### src/rtl/value_cond_waiter.sv
// value_cond_waiter: steps through a programmed list of level-sensitive
// conditions on the `value` stream, one stage per cycle at most, and
// reports per-stage hits and a final done pulse.
// Optional build macro: VALUE_COND_WAITER_TIMEOUT_EN adds a per-stage
// timeout counter and drives `timeout`; without it `timeout` is tied 0.
module value_cond_waiter #(
  parameter int unsigned WIDTH          = 32,
  parameter int unsigned NUM_STAGES     = 4,
  parameter int unsigned TIMEOUT_CYCLES = 1024
) (
  input  logic                              clk,
  input  logic                              rst,
  input  logic [WIDTH-1:0]                  value,
  input  logic                              cfg_we,
  input  logic [$clog2(NUM_STAGES)-1:0]     cfg_idx,
  input  logic [2:0]                        cfg_op,
  input  logic [WIDTH-1:0]                  cfg_lo,
  input  logic [WIDTH-1:0]                  cfg_hi,
  input  logic [$clog2(NUM_STAGES+1)-1:0]   n_stages,
  input  logic                              start,
  input  logic                              abort,
  output logic                              busy,
  output logic [$clog2(NUM_STAGES)-1:0]     stage,
  output logic                              stage_hit,
  output logic                              done,
  output logic                              timeout
);

  localparam int unsigned IDX_W = $clog2(NUM_STAGES);
  localparam int unsigned CNT_W = $clog2(NUM_STAGES + 1);

  localparam logic [0:0] S_IDLE = 1'b0;
  localparam logic [0:0] S_WAIT = 1'b1;

  localparam logic [2:0] OP_EQ    = 3'd0;
  localparam logic [2:0] OP_LT    = 3'd1;
  localparam logic [2:0] OP_GT    = 3'd2;
  localparam logic [2:0] OP_NE    = 3'd3;
  localparam logic [2:0] OP_RANGE = 3'd4;

  // Elaboration-time sanity check on the configuration.
  if (NUM_STAGES < 2 || TIMEOUT_CYCLES < 1) begin : g_param_check
    $error("value_cond_waiter: NUM_STAGES must be >= 2 and TIMEOUT_CYCLES >= 1");
  end

  logic [0:0]       state;
  logic [IDX_W-1:0] last;

  logic [2:0]       tab_op [NUM_STAGES];
  logic [WIDTH-1:0] tab_lo [NUM_STAGES];
  logic [WIDTH-1:0] tab_hi [NUM_STAGES];

  logic [2:0]       cur_op;
  logic [WIDTH-1:0] cur_lo;
  logic [WIDTH-1:0] cur_hi;
  logic             match;
  logic             expire;
  logic [CNT_W-1:0] n_clamp;
  logic [IDX_W-1:0] last_in;

  assign busy = (state == S_WAIT);

  // Condition table: cleared on reset, writable only while idle.
  always_ff @(posedge clk) begin
    if (rst) begin
      for (int unsigned i = 0; i < NUM_STAGES; i++) begin
        tab_op[i] <= OP_EQ;
        tab_lo[i] <= '0;
        tab_hi[i] <= '0;
      end
    end else if (cfg_we && (state == S_IDLE) && (32'(cfg_idx) < NUM_STAGES)) begin
      tab_op[cfg_idx] <= cfg_op;
      tab_lo[cfg_idx] <= cfg_lo;
      tab_hi[cfg_idx] <= cfg_hi;
    end
  end

  // Evaluate the current stage's condition against the live value.
  always_comb begin
    cur_op = tab_op[stage];
    cur_lo = tab_lo[stage];
    cur_hi = tab_hi[stage];
    match  = 1'b0;
    case (cur_op)
      OP_EQ:    match = (value == cur_lo);
      OP_LT:    match = (value <  cur_lo);
      OP_GT:    match = (value >  cur_lo);
      OP_NE:    match = (value != cur_lo);
      // Strict on both sides, so hi <= lo+1 can never match.
      OP_RANGE: match = (value > cur_lo) && (value < cur_hi);
      default:  match = 1'b0;
    endcase
  end

  // Clamp the requested stage count and derive the last stage index.
  always_comb begin
    n_clamp = n_stages;
    if (32'(n_stages) > NUM_STAGES) begin
      n_clamp = CNT_W'(NUM_STAGES);
    end
    last_in = IDX_W'(n_clamp - 1'b1);
  end

`ifdef VALUE_COND_WAITER_TIMEOUT_EN
  localparam int unsigned TO_W = $clog2(TIMEOUT_CYCLES + 1);

  logic [TO_W-1:0] to_cnt;

  assign expire = (to_cnt == TO_W'(TIMEOUT_CYCLES - 1));

  // Per-stage no-match counter; cleared on stage entry, match, abort or expiry.
  always_ff @(posedge clk) begin
    if (rst) begin
      to_cnt  <= '0;
      timeout <= 1'b0;
    end else begin
      timeout <= 1'b0;
      if (state == S_IDLE) begin
        to_cnt <= '0;
      end else if (abort || match) begin
        to_cnt <= '0;
      end else if (expire) begin
        to_cnt  <= '0;
        timeout <= 1'b1;
      end else begin
        to_cnt <= to_cnt + 1'b1;
      end
    end
  end
`else
  assign expire  = 1'b0;
  assign timeout = 1'b0;
`endif

  // Sequencer: accept start in idle, advance one stage per matching cycle.
  always_ff @(posedge clk) begin
    if (rst) begin
      state     <= S_IDLE;
      stage     <= '0;
      last      <= '0;
      stage_hit <= 1'b0;
      done      <= 1'b0;
    end else begin
      stage_hit <= 1'b0;
      done      <= 1'b0;
      case (state)
        S_IDLE: begin
          if (start) begin
            if (n_stages == '0) begin
              done <= 1'b1;
            end else begin
              state <= S_WAIT;
              stage <= '0;
              last  <= last_in;
            end
          end
        end
        S_WAIT: begin
          if (abort) begin
            state <= S_IDLE;
            stage <= '0;
          end else if (match) begin
            stage_hit <= 1'b1;
            if (stage == last) begin
              done  <= 1'b1;
              state <= S_IDLE;
            end else begin
              stage <= stage + 1'b1;
            end
          end else if (expire) begin
            // Timeout leaves stage pointing at the stage that expired.
            state <= S_IDLE;
          end
        end
        default: state <= S_IDLE;
      endcase
    end
  end

endmodule

### config.mk
export PLATFORM = sky130hd
export DESIGN_NAME = value_cond_waiter
export DESIGN_NICKNAME = d
export VERILOG_FILES = /design/src/rtl/value_cond_waiter.sv
export SDC_FILE = /design/constraint.sdc
export NUM_CORES = 1
export LEC_CHECK = 0
export BUFFER_PORTS_ARGS = -buffer_cell sky130_fd_sc_hd__buf_2
export CORE_UTILIZATION = 55
export DETAILED_ROUTE_END_ITERATION = 10
export PLACE_DENSITY_LB_ADDON = 0.12
export SETUP_SLACK_MARGIN = 0.3
export SYNTH_ARGS = -nofsm -noshare
export SYNTH_HDL_FRONTEND = slang
export SYNTH_SLANG_ARGS = --single-unit
### constraint.sdc
create_clock -name clk -period 4.3 [get_ports clk]
set_input_delay 0.86 -clock clk [delete_from_list [all_inputs] [get_ports clk]]
set_output_delay 0.86 -clock clk [all_outputs]
set_load 0.005 [all_outputs]
==> results.md, run 1 <==
- Die ar.: 0.0254 mm^2
- Design area: 0.0156 mm^2
- Storage element area: 0.00824 mm^2
- Grt ovf: 0
- Post-DP HPWL: 18900 um
- # rows: 57
- Hold Vio Cnt, Final: 0
- CP Buf/Inv Count: 2
- CTS tree: yes
- CTS Root Cell: clkbuf_16
- Clk Latency, worst-skew pair: 550 ps
- Clock buffer depth: 3
- TritonRoute pass-1 iters: 6
- Final WL: 30400 um
- Starting density of the core: 0.561
- Crit path kind: flop to flop
- FF+latch count, synth: 277
- Mapped cell area: 0.0136 mm^2
- Die Ht: 159 um
- ANT nets after route: 0
- Iter 0 DRT Violations: 591
- Arrival @ worst endpoint: 4260 ps
- Die span in x: 159 um
- Crit path time final: 3830 ps
- Vias per inst: 5.63
- CP Launch Type: flop
- Hold EP: last[1]
- Worst vdd ir: 304 uV
- Max Clk Rate: 0.261 GHz
- First-pass GRT wire length: 47100 um
- Reg clk slew, reported paths: 60 ps
- Sequential area share after synthesis: 0.603
- Final Net Count: 1232
- Total GRT Usage: 0.246
- Leak: 6.10 nW
- Area post-placement: 0.0147 mm^2
- Setup TNS: 0 ps
- Critical path's slowest cell: mux4_2
- Fill cells: 1816
- Relative slew slack: 0.378
- Max-Cap Viols: 0
- Largest net degree at the start of global routing: 68
- Synth cell types: 55
- Initial antenna violation count: 6
- Synthesized area per cell: 14.4 um^2
- Final Worst Setup Slack: 473 ps
- Register-to-register setup slack: 470 ps
- Routed WL per cell: 21.5 um
- Worst Hold Launch: last[1]
- Vias in the first global route: 8188
- Core Footprint: 0.0243 mm^2
- Layout area overhead: 14.7%
- Unrepaired setup endpoints after global routing: no
- Crit-path max cell delay: 540 ps
- Min Hold Slack: 525 ps
- Multi-input logic area: 0.00500 mm^2
- CTS Buf Count: 29
- Worst r2r path cells: 12
- Total number of vias: 7947
- IO Pins: 115
- Core Util, Final: 0.643
- Critical-path cell list: buf_12 > mux4_2 > inv_1 > ha_1 > a211oi_1 > o21ai_0 > a311oi_1 > o22ai_1 > o32a_2 > or3_1 > o2111ai_1 > a21bo_1
- Hold depth: 2
- Number of synthesized flops with an enable pin: 268
- Top delay family on crit path: compound AO/OA/AOI/OAI gates
- CTS Sinks: 277
- Crit path required time: 4740 ps
- Post-synthesis net count: 1118
- Syn Inst Count: 946
- Ys Warns: 0
- Critical path peak fanout: 31
- Port Buf Inserts: 113
- Final Cycle Share: 0.890
- DP Worst Slack: 431 ps
- Post-Layout Cell Count: 1411
- Placed instance count: 1353
- Pins Over Slew Limit: 0
- Hold buffers post-CTS: 0
- FFs w/ async S/R, synth: 0
- Share of post-route cells with drive strength above 1: 0.243
- Final setup fails: 0
- Hold Crit Class: flop to flop
- Worst Tran Pin Value: 934 ps
- DRC: 0
- Pwr Total: 6.14 mW
- Outcome: complete, no violations
- RePlAce Congestion: 0.808
- Critical path endpoint category: flop
- Ys flop type: edfxtp_1
- Setup Skew: 12.0 ps
- PwrDens: 393 mW/mm^2
- H-Tree Level Count: 1
## logic make-up (layout without fill, tap and decap cells)
family,count (synthesis),count (layout),synth area share
adders and majority gates,63,63,0.0578
AOI/OAI and AO/OA,71,71,0.0356
buffers and inverters,115,252,0.0326
muxes,71,71,0.115
other,1,5,0.000275
and+or+nand+nor,346,346,0.154
xor gates and xnor gates,2,2,0.00128
DFF,277,277,0.603
## worst max-delay path by stage
stage,endpoint,slack (ps),cells past startpoint,start
after floorplan,flop,480,14,flop
after global placement,stage[1],510,12,flop
after detailed placement,flop,430,13,flop
after CTS,flop,410,13,flop
after global routing,flop,320,13,flop
final,flop,470,12,flop
## layout by cell type (no fill, tap or decap), drive strengths merged, types with 3 or more instances in the layout
| master | netlist | final |
|---|---|---|
| nor2 | 17 | 17 |
| o211ai | 4 | 4 |
| nor3 | 4 | 4 |
| buf | 12 | 130 |
| bufinv | 0 | 3 |
| ha | 63 | 63 |
| o21ai | 14 | 14 |
| and2 | 269 | 269 |
| diode | 0 | 4 |
| mux4 | 68 | 68 |
| clkbuf | 35 | 36 |
| nor2b | 3 | 3 |
| clkinv | 0 | 13 |
| a21o | 5 | 5 |
| nand2 | 15 | 15 |
| a211oi | 10 | 10 |
| edfxtp | 268 | 268 |
| and4 | 3 | 3 |
| nand3 | 6 | 6 |
| a21oi | 16 | 16 |
| or2 | 5 | 5 |
| dfxtp | 9 | 9 |
| nand4 | 13 | 13 |
| inv | 68 | 69 |
| a31oi | 4 | 4 |
## state kept, by name, indices dropped and copies added (netlist names), named ones only
register / cells
tab_hi: 128
tab_lo: 128
tab_op: 12
last: 2
stage: 2
busy: 1
done: 1
stage_hit: 1
## worst register-to-register path, stage by stage, from the launching register on
cell	delay (ps)
dfxtp_4	490
buf_12	310
mux4_2	560
inv_1	70
ha_1	230
a211oi_1	220
o21ai_0	120
a311oi_1	430
o22ai_1	150
o32a_2	400
or3_1	380
o2111ai_1	120
a21bo_1	240
## synthesized netlist by cell type (2+ instances only)
cell type,n,area (um^2)
mux4_2,68,1530
a21bo_1,2,20.0
or3_1,2,12.5
a31oi_1,4,25.0
ha_1,63,788
nand2_1,15,56.3
o21ai_0,14,70.1
a21o_1,5,37.5
o211ai_1,4,30.0
clkbuf_1,35,131
nor2b_1,3,18.8
a21oi_1,16,80.1
a21boi_0,2,15.0
and4_1,3,26.3
and2_1,269,1680
mux2i_1,2,20.0
nand3_1,6,30.0
inv_1,68,255
edfxtp_1,268,8050
xor2_1,2,17.5
nor2_1,17,63.8
nor3_1,3,15.0
a211oi_1,9,67.6
nand4_1,13,81.3
or2_2,4,25.0
a311oi_1,2,17.5
buf_1,9,33.8
dfxtp_1,9,180
nand2b_1,2,12.5
and3b_1,2,17.5
## layout make-up
cell class	instances	area share
antenna	4	0.000640
multi-input combinational	554	0.320
timing repair buffer	130	0.0507
clock buffer	36	0.0487
sequential	277	0.527
tap	324	0.0259
inverter	68	0.0163
clock inverter	18	0.0108
## report_power, final
group          leakage (nW)  internal [mW]  switching, mW
clock                 0.465           1.44           1.02
sequential             2.83           3.12         0.0421
combinational          2.80          0.215          0.303
total                  6.10           4.77           1.37
## timing repair
item | in CTS | in global routing
endpoints found under the setup margin | 0 | 2
resized for setup | 0 | 3
setup buffers | 0 | 0
## routing by layer
metal  up-vias  part of all wire  global-route usage
li1       3710                 -                   -
met1      3976              0.43               0.333
met2       211              0.49               0.414
met3        46             0.057              0.0464
met4         4             0.018              0.0612
met5         -           0.00086                   0
No activity file was read; power rests on OpenSTA's default activity.
==> inputs of run 2 (changes only) <==
Settings changed: ABC_AREA set to 1.
==> results.md, run 2 <==
- Simple-gate share of the synthesized area: 0.173 (+0.0181)
- Largest net degree at the start of global routing: 68 (unchanged)
- Switch share: 0.251 (+0.0279)
- Final WL: 32700 um (+7.7%)
- Unrepaired setup endpoints after global routing: no
- Relative slew slack: 0.242 (-0.136)
- Cell with the most instances after synthesis: nor2_1
- Setup Skew: 15.7 ps (+3.68 ps)
- Outcome: complete, no violations
- DRC: 0 (unchanged)
- Synth cell types: 38 (-31%)
- Die span in x: 158 um (-1.2%)
- Multiplexer area fraction after synthesis: 0 (-0.115)
- Sequential Power Share: 0.502 (-0.013)
- Synthesized area per cell: 10.3 um^2 (-29%)
- Design area: 0.0151 mm^2 (-3.2%)
- FF+latch count, synth: 277 (unchanged)
- Clock buffer depth: 3 (unchanged)
- Critical path endpoint category: flop
- Final Net Count: 1558 (+26%)
- Combinational share of power: 0.126 (+0.042)
- Compound-cell area share of the yosys netlist: 0.0994 (+0.0638)
- Leak: 6.41 nW (+5.2%)
- Crit path time final: 3410 ps (-421 ps)
- H-Tree Level Count: 1 (unchanged)
- Crit path required time: 4740 ps (about the same)
- PwrDens: 418 mW/mm^2 (+6.5%)
- CTS tree: yes
- Port Buf Inserts: 113 (unchanged)
- Synth Area in Adders: 0.0592 (+0.00139)
- IO Pins: 115 (unchanged)
- Setup Fix Bufs, Post-CTS: 0 (unchanged)
- Final setup fails: 0 (unchanged)
- Met3 WL: 2030 um (+17%)
- Syn Inst Count: 1293 (+37%)
- Die Ht: 158 um (-1.2%)
- Layout area overhead: 13.6%
- Total GRT Usage: 0.272 (+0.0260)
- Ys flop type: edfxtp_1
- Die ar.: 0.0248 mm^2 (-2.3%)
- Int Pwr: 4.74 mW (-0.65%)
- Mapped cell area: 0.0133 mm^2 (-2.3%)
- Vias per inst: 5.57 (-1.1%)
- Commonest cells after routing, fill and taps aside: 291 x nor2_1, 268 x edfxtp_1, 254 x nand2_1
- Synth area leader: edfxtp_1
- First-pass GRT wire length: 50700 um (+7.8%)
- Switching power: 1.59 mW (+16%)
- Setup TNS: 0 ps (unchanged)
- Clk pwr share: 0.372 (-0.028)
- Metal2 WL: 15800 um (+6.4%)
- Wl on met1: 13900 um (+5.5%)
- Critical path peak fanout: 60 (+94%)
- Most common cell after layout, fill and taps aside: nor2_1
- Area post-placement: 0.0143 mm^2 (-2.8%)
- Initial antenna violation count: 0 (-6)
- Top post-synthesis cells by area: edfxtp_1 60%, nor2_1 8.2%, nand2_1 7.3%, ha_1 5.9%, a32o_1 4.7%
- Arrival @ worst endpoint: 3840 ps (-420 ps)
- CTS Buf Count: 29 (unchanged)
- Grt ovf: 0 (unchanged)
- Hold Crit Class: flop to flop
- Pwr Total: 6.33 mW (+3.0%)
- Starting density of the core: 0.564 (+0.00327)
- Pins Over Slew Limit: 0 (unchanged)
- RePlAce Congestion: 0.840 (+4.0%)
- ANT nets after route: 0 (unchanged)
- Reg clk slew, reported paths: 60 ps (about the same)
- Max Clk Rate: 0.294 GHz (+12%)
- Largest family of logic cells by synthesized area: simple AND/OR/NAND/NOR gates
- Regs by FF count: tab_hi: 128 flops, tab_lo: 128 flops, tab_op: 12 flops
- Core Footprint: 0.0236 mm^2 (-2.9%)
- Top-area cell type share of the netlist area: 0.604 (+0.0141)
- TritonRoute pass-1 iters: 5 (-1)
- Ys Warns: 0 (unchanged)
- Routed WL per cell: 19.0 um (-12%)
- Post-DP HPWL: 20200 um (+6.6%)
- Placed instance count: 1674 (+24%)
- Hold Vio Cnt, Final: 0 (unchanged)
- CTS Sinks: 277 (unchanged)
- Vias in the first global route: 9281 (+13%)
- Worst vdd ir: 285 uV (-6.3%)
- Share of post-route cells with drive strength above 1: 0.139 (-0.104)
- Worst Tran Pin Value: 1140 ps (+204 ps)
- Sequential area share after synthesis: 0.618 (+0.0145)
- Post-Layout Cell Count: 1725 (+22%)
- Synth top cells by count: 291 x nor2_1, 268 x edfxtp_1, 260 x nand2_1
- Number of synthesized flops with an enable pin: 268 (unchanged)
- Max-Cap Viols: 0 (unchanged)
- Clk Latency, worst-skew pair: 540 ps (about the same)
- Crit path kind: flop to flop
- # rows: 56 (-1.8%)
- Fill cells: 1936 (+6.6%)
- Highest routed metal layer: met4
- # diodes: 0 (-4)
- CP Launch Type: flop
- FFs w/ async S/R, synth: 0 (unchanged)
- Synth Area in XOR/XNOR: 0.00132 (+0.0000308)
- Iter 0 DRT Violations: 769 (+30%)
- Total number of vias: 9608 (+21%)
- Hold buffers post-CTS: 0 (unchanged)
- Final Cycle Share: 0.792 (-0.0980)
- Post_cts resized: 0 (unchanged)
- CTS Root Cell: clkbuf_16
- Post-synthesis net count: 1465 (+31%)
[run 2: cell count changes in the layout (fill, tap and decap cells not counted), sizes merged, moves of 5 or more]
cell,change
nand3,+8
nor2,+275
nand2,+250
mux4,-68
and2,-268
inv,+29
a21oi,+86
nand4,-5
or2,-5
a32o,+62
a211oi,-9
a21o,-5
[run 2: critical path: stages (launching register included)]
cell     delay [ps]
dfxtp_1         300
buf_4           150
inv_4           490
buf_12          290
a21oi_1          60
a32o_1          230
ha_1            290
nand2_1          70
inv_1            70
nand4_1         110
nor3_1          320
nand2_1         130
nand4_1         110
nor2_1           40
nand2_1          70
nand2_1          60
nand2_2         100
nand3_2         100
a21oi_1         200
nor2_1           70
[run 2: area by class of cell]
type | instances | area [um^2] | area share
flip-flops and latches | 277 | 8230 | 0.544
multi-input cells | 846 | 4470 | 0.295
clock inverters | 15 | 118 | 0.00777
inverters | 98 | 373 | 0.0246
clock buffers | 36 | 752 | 0.0497
well taps | 319 | 399 | 0.0264
repair buffers | 134 | 786 | 0.0519
[run 2: final timing paths]
check,from,end,slack [ps],cells after the start
worst max-delay path,flop,flop,890,19
worst min-delay path,last[1],last[1],490,2
worst max register to register,flop,flop,890,19
worst min register to register,last[1],last[1],490,2
[run 2: per-layer routing]
layer	up-vias	track usage
met5	-	0
met4	0	0.0865
met3	61	0.0422
met2	307	0.455
met1	4606	0.366
li1	4634	-
[run 2: cell families (layout without fill, tap and decap cells)]
kind of cell	Yosys count	after routing
AOI/OAI and AO/OA	193	193
xor gates and xnor gates	2	2
adders and majority gates	63	63
buffers and inverters	170	283
DFF	277	277
other	1	1
and+or+nand+nor	587	587
[run 2: stage by stage]
step	utilization	setup slack (ps)	hold WS [ps]
after global placement	0.604	974	461
final	0.641	895	489
after CTS	0.641	892	487
after detailed placement	0.604	905	478
after global routing	0.641	537	508
after floorplan	-	629	448
[run 2: power by group through the flow]
stage / clock network [mW] / logic, mW / registers (mW)
6_report: 2.36 / 0.796 / 3.17
5_1_grt: 2.50 / 0.894 / 3.19
4_1_cts: 2.37 / 0.800 / 3.18
3_5_place_dp: 0 / 0.795 / 3.23
3_3_place_gp: 0 / 0.779 / 3.23
2_1_floorplan: 0 / 0.526 / 3.21
